### src/rtl/mult_share_arbiter.sv
// mult_share_arbiter
//   Shares one sequential multiplier (start/done handshake) among NUM_REQ
//   clients using round-robin arbitration. The winner's operands are latched,
//   the multiplier is started with a one-cycle pulse, and its product is
//   returned to the winner with a one-cycle ack. All outputs are registered.
//
// Optional feature: define MULT_ARB_TIMEOUT_EN to abort a WAIT that lasts
// TIMEOUT_CYC cycles without m_done (result forced to 0, ack + err pulse).
// Without the macro WAIT lasts until m_done and err is tied low.
//
// Ports
//   clk      in   rising-edge clock
//   rst      in   asynchronous active-low reset
//   req      in   [NUM_REQ]        request per client, held until its ack
//   a_in     in   [NUM_REQ*DATA_W] operand A, client i at [i*DATA_W +: DATA_W]
//   b_in     in   [NUM_REQ*DATA_W] operand B, same packing
//   gnt      out  [NUM_REQ]        one-hot owner of the multiplier
//   ack      out  [NUM_REQ]        one-cycle result-valid pulse per client
//   result   out  [2*DATA_W]       product, valid with ack, held afterwards
//   err      out  one-cycle pulse alongside ack on timeout
//   busy     out  high whenever the FSM is not idle
//   m_start  out  one-cycle start pulse to the multiplier
//   m_a/m_b  out  [DATA_W]         latched operands to the multiplier
//   m_done   in   multiplier done, only honoured while waiting
//   m_data   in   [2*DATA_W]       multiplier product, valid with m_done
module mult_share_arbiter #(
  parameter int unsigned NUM_REQ     = 4,
  parameter int unsigned DATA_W      = 8,
  parameter int unsigned TIMEOUT_CYC = 255
) (
  input  logic                      clk,
  input  logic                      rst,
  input  logic [NUM_REQ-1:0]        req,
  input  logic [NUM_REQ*DATA_W-1:0] a_in,
  input  logic [NUM_REQ*DATA_W-1:0] b_in,
  output logic [NUM_REQ-1:0]        gnt,
  output logic [NUM_REQ-1:0]        ack,
  output logic [2*DATA_W-1:0]       result,
  output logic                      err,
  output logic                      busy,
  output logic                      m_start,
  output logic [DATA_W-1:0]         m_a,
  output logic [DATA_W-1:0]         m_b,
  input  logic                      m_done,
  input  logic [2*DATA_W-1:0]       m_data
);

  localparam int unsigned IDX_W = $clog2(NUM_REQ);

  if (NUM_REQ < 2 || NUM_REQ > 8 || DATA_W == 0 || TIMEOUT_CYC == 0) begin : g_bad_param
    $error("mult_share_arbiter: parameter out of range");
  end

  typedef enum logic [1:0] {
    S_IDLE,
    S_START,
    S_WAIT,
    S_RESP
  } state_t;

  state_t           state;
  state_t           state_nxt;
  logic [IDX_W-1:0] ptr;
  logic [IDX_W-1:0] idx;
  logic [IDX_W-1:0] ptr_inc;
  logic [IDX_W-1:0] win_idx;
  logic             win_found;
  logic [DATA_W-1:0] win_a;
  logic [DATA_W-1:0] win_b;
  logic             tmo_hit;

  // Round-robin search: first asserted request at or after ptr, wrapping.
  always_comb begin
    int unsigned cand;
    cand      = 0;
    win_found = 1'b0;
    win_idx   = '0;
    for (int unsigned k = 0; k < NUM_REQ; k++) begin
      cand = 32'(ptr) + k;
      if (cand >= NUM_REQ) cand = cand - NUM_REQ;
      if (!win_found && req[IDX_W'(cand)]) begin
        win_found = 1'b1;
        win_idx   = IDX_W'(cand);
      end
    end
  end

  // Operand mux written as a constant-slice loop rather than a variable
  // part-select so the packing stays explicit.
  always_comb begin
    win_a = '0;
    win_b = '0;
    for (int unsigned k = 0; k < NUM_REQ; k++) begin
      if (IDX_W'(k) == win_idx) begin
        win_a = a_in[k*DATA_W +: DATA_W];
        win_b = b_in[k*DATA_W +: DATA_W];
      end
    end
  end

  // The client just served becomes lowest priority for the next round.
  assign ptr_inc = (idx == IDX_W'(NUM_REQ - 1)) ? '0 : idx + 1'b1;

  always_ff @(posedge clk or negedge rst) begin
    if (!rst) state <= S_IDLE;
    else      state <= state_nxt;
  end

  always_comb begin
    state_nxt = state;
    case (state)
      S_IDLE:  if (win_found) state_nxt = S_START;
      S_START: state_nxt = S_WAIT;
      S_WAIT:  if (m_done || tmo_hit) state_nxt = S_RESP;
      S_RESP:  state_nxt = S_IDLE;
      default: state_nxt = S_IDLE;
    endcase
  end

  always_ff @(posedge clk or negedge rst) begin
    if (!rst) begin
      gnt     <= '0;
      ack     <= '0;
      result  <= '0;
      busy    <= 1'b0;
      m_start <= 1'b0;
      m_a     <= '0;
      m_b     <= '0;
      ptr     <= '0;
      idx     <= '0;
    end else begin
      ack     <= '0;
      m_start <= 1'b0;
      busy    <= (state_nxt != S_IDLE);
      case (state)
        S_IDLE: begin
          if (win_found) begin
            idx     <= win_idx;
            gnt     <= NUM_REQ'(1) << win_idx;
            m_a     <= win_a;
            m_b     <= win_b;
            m_start <= 1'b1;
          end
        end
        S_WAIT: begin
          // gnt is the one-hot of idx, so it doubles as the ack pattern.
          if (m_done) begin
            result <= m_data;
            ack    <= gnt;
          end else if (tmo_hit) begin
            result <= '0;
            ack    <= gnt;
          end
        end
        S_RESP: begin
          gnt <= '0;
          ptr <= ptr_inc;
        end
        default: ;
      endcase
    end
  end

`ifdef MULT_ARB_TIMEOUT_EN
  localparam int unsigned CNT_W = $clog2(TIMEOUT_CYC + 1);

  logic [CNT_W-1:0] wait_cnt;

  // Hit on the TIMEOUT_CYC-th WAIT cycle; the counter restarts in START so
  // every WAIT entry begins from zero.
  assign tmo_hit = (wait_cnt == CNT_W'(TIMEOUT_CYC - 1));

  always_ff @(posedge clk or negedge rst) begin
    if (!rst) begin
      wait_cnt <= '0;
      err      <= 1'b0;
    end else begin
      err <= (state == S_WAIT) && !m_done && tmo_hit;
      if (state == S_START)     wait_cnt <= '0;
      else if (state == S_WAIT) wait_cnt <= wait_cnt + 1'b1;
    end
  end
`else
  assign tmo_hit = 1'b0;
  assign err     = 1'b0;
`endif

endmodule
### config.mk
export PLATFORM = sky130hd
export DESIGN_NAME = mult_share_arbiter
export DESIGN_NICKNAME = d
export VERILOG_FILES = /design/src/rtl/mult_share_arbiter.sv
export SDC_FILE = /design/constraint.sdc
export NUM_CORES = 1
export LEC_CHECK = 0
export BUFFER_PORTS_ARGS = -buffer_cell sky130_fd_sc_hd__buf_4
export CORE_ASPECT_RATIO = 0.7
export CORE_MARGIN = 2
export CORE_UTILIZATION = 30
export DETAILED_ROUTE_END_ITERATION = 10
export GPL_ROUTABILITY_DRIVEN = 0
export HOLD_SLACK_MARGIN = 0.03
export PLACE_DENSITY = 0.57
export SLEW_MARGIN = 20
export SYNTH_ARGS = -nofsm -noshare
export SYNTH_HDL_FRONTEND = slang
export SYNTH_SLANG_ARGS = --single-unit
export TNS_END_PERCENT = 20
### constraint.sdc
create_clock -name clk -period 3.4 [get_ports clk]
set_input_delay 0.51 -clock clk [delete_from_list [all_inputs] [get_ports clk]]
set_output_delay 0.51 -clock clk [all_outputs]
set_load 0.03 [all_outputs]
==> flow_summary.ini <==
[worst_setup_path]
cp_data_arrival_time_ns = 2.33
endpoint_kind = register
slowest_stage = or2b_2
path_cells = inv_1 > ha_1 > or2b_2 > inv_2 > o21ai_1 > a2bb2oi_1 > o21ai_1
worst_setup_path_start_kind = register
critPathKind = register to register
cp_common_cell = o21ai_1
worstPathRequired_ns = 3.60
crit_fanout = 13
cp_slowest_stage_delay_ns = 0.44

[clock_network]
cts-root-buf = clkbuf_16
insertion_delay_ns = 0.28
cts_setup_buffers = 0
h-tree-depth = 2
cts_sinks = 48
cts_tree = done
clk_pin_slew_ns = 0.06
cts_hold_buffers = 0
post_cts_resized = 0
cts_buffers = 5
cts_buffer_depth = 2

[routing]
wl_per_cell_um = 14.7
drc = 0
ant_nets = 0
wl_met3_um = 710
wl_um = 6310
drt_iter0_markers = 58
via_count = 1990
top_layer = met4
met2_wirelength_um = 2690
first_pass_iters = 4
drt-vias-per-instance = 4.64
wl_met1_um = 2880

[yosys]
synthCells = 200
yosysWarnings = 0
yosys.area.top_type = dfrtp_1
synth.avg_cell_area_um2 = 12.1
yosysUniqueCellTypes = 34
synth.top_cell.area_share = 0.496
synth_fp_nets = 292
synth_area_leaders = dfrtp_1 50%, mux2i_1 14%, mux2_2 7.9%
seq_area_frac_synth = 0.496
ys_ff_latch = 48
synthesis.area_mm2 = 0.00242

[sta]
whs_ns = 0.238
clock_skew_ns = 0.00904
worst_pin_slew_ns = 0.880
slew_headroom = 0.409
finalCritPeriodShare = 0.626
setup_viol = 0
setup_tns_ns = 0
period_needed_ns = 2.13
report.final.slew_viol_count = 0
fmax_mhz = 470
rsz0062_at_grt = no
finalHoldViolations = 0

[grt]
grt_pass1_wl_um = 9960
gr-total-overflow = 0
grt_max_degree = 49
grt_pass1_vias = 2056
antenna_found_initial = 0
groute.usage.overall = 0.138

[job]
drv_cap = 0

[pwr]
power_density_mw_per_mm2 = 909
p_leak_nw = 1.80
vdd_ir_drop_max_uv = 437

[floorplanning]
die-area_mm2 = 0.00881
start_util = 0.309
die_w_um = 111
pin_count = 130
num_rows = 27
die-height_um = 79.1
core_area_mm2 = 0.00784

[finish]
nNetsFinal = 419
syn2layout_area_growth_pct = 48.4
diodes = 0
drive_above_1_share = 0.509

[place]
dpl.hpwl_um = 4730
portBuffers = 128

[hold_path]
hold_path.class = input pin to async pin

[outcome]
status = finished clean
[power by group]
group / switching, mW / leakage [nW] / total, mW / internal [mW]
registers: 0.154 / 0.584 / 0.988 / 0.835
logic: 1.02 / 1.15 / 1.78 / 0.759
clock network: 0.203 / 0.0701 / 0.496 / 0.293
total: 1.38 / 1.80 / 3.27 / 1.89
[synth_stat cells]
library cell,n
a21oi_1,3
a221oi_2,7
a22oi_1,1
a2bb2oi_1,2
a31oi_1,1
and2_1,2
and2b_1,1
and3_1,4
buf_12,1
buf_2,2
buf_4,2
buf_6,3
clkbuf_1,2
conb_1,1
dfrtp_1,48
ha_1,5
inv_1,5
inv_2,1
mux2_2,17
mux2i_1,33
nand2_1,22
nand2b_1,2
nor2_1,10
nor2b_1,1
nor3_2,2
nor4_2,1
o21ai_0,1
o21ai_1,5
o221ai_1,10
o22a_1,1
or2_1,1
or2_2,1
or2b_2,1
or3_1,1
[metrics by stage]
step,power [mW],util,setup slack (ns),cells,instance area [µm²]
global placement,2.78,0.439,1.03,421,3440
finish,3.27,0.458,1.27,429,3590
detailed placement,2.80,0.439,0.959,421,3440
global route,3.48,0.458,1.06,429,3590
floorplan,2.21,-,1.71,200,2420
CTS,3.31,0.458,1.25,429,3590
[registers in the layout, indices dropped and copies added, names as in the netlist]
name / flops
m_a: 8
gnt: 4
result: 16
state: 2
ptr: 2
m_start: 1
m_b: 8
busy: 1
idx: 2
ack: 4
[routing by layer]
| metal | track usage | up-vias |
|---|---|---|
| met2 | 0.209 | 94 |
| li1 | - | 974 |
| met1 | 0.189 | 920 |
| met5 | 0 | - |
| met4 | 0.0148 | 0 |
| met3 | 0.0618 | 2 |
[cell families after synthesis]
logic type,count (synthesis),share of synthesized area
adder cells (fa/ha/maj),5,0.0259
flip-flops,48,0.496
AND/OR/NAND/NOR,49,0.101
other,1,0.00155
multiplexers,50,0.216
AO/OA/AOI/OAI,31,0.115
buffers and inverters,16,0.0450
[area by class of cell]
cell class | count | area (µm²)
tap | 101 | 126
clock buffer | 7 | 143
timing repair buffer | 130 | 976
inverter | 6 | 22.5
clock inverter | 1 | 7.51
sequential | 48 | 1200
fill | 758 | 4250
multi-input combinational | 136 | 1120
[critical path: cells and delay by family, from the launching register on]
| family | cells | cell delay (ns) |
|---|---|---|
| AO/OA/AOI/OAI | 3 | 0.68 |
| adder cells (fa/ha/maj) | 1 | 0.24 |
| buffers and inverters | 2 | 0.30 |
| flip-flops | 1 | 0.39 |
| AND/OR/NAND/NOR | 1 | 0.44 |
[layout by cell type, fill, tap and decap left out, types with 2 or more instances in the layout]
master,Yosys,routed
buf_4,2,130
dfrtp_1,48,48
mux2i_1,33,33
nand2_1,22,22
mux2_2,17,17
nor2_1,10,10
o221ai_1,10,10
a221oi_2,7,7
inv_1,5,5
o21ai_1,5,5
ha_1,5,5
clkbuf_16,0,5
and3_1,4,4
a21oi_1,3,3
nand2b_1,2,2
a2bb2oi_1,2,2
and2_1,2,2
[worst paths after layout]
kind | cells after the start | endpoint | startpoint | slack [ns]
hold / removal | 1 | busy | rst | 0.24
setup reg to reg | 7 | gnt[0] | state[0] | 1.27
max in group asynchronous | 1 | gnt[0] | rst | 2.74
min in group clk | 2 | result[11] | m_data[11] | 0.46
hold reg to reg | 2 | m_a[6] | m_a[6] | 0.49
setup / recovery | 7 | gnt[0] | state[0] | 1.27
Note: power is estimated with default switching activity, not from simulation.
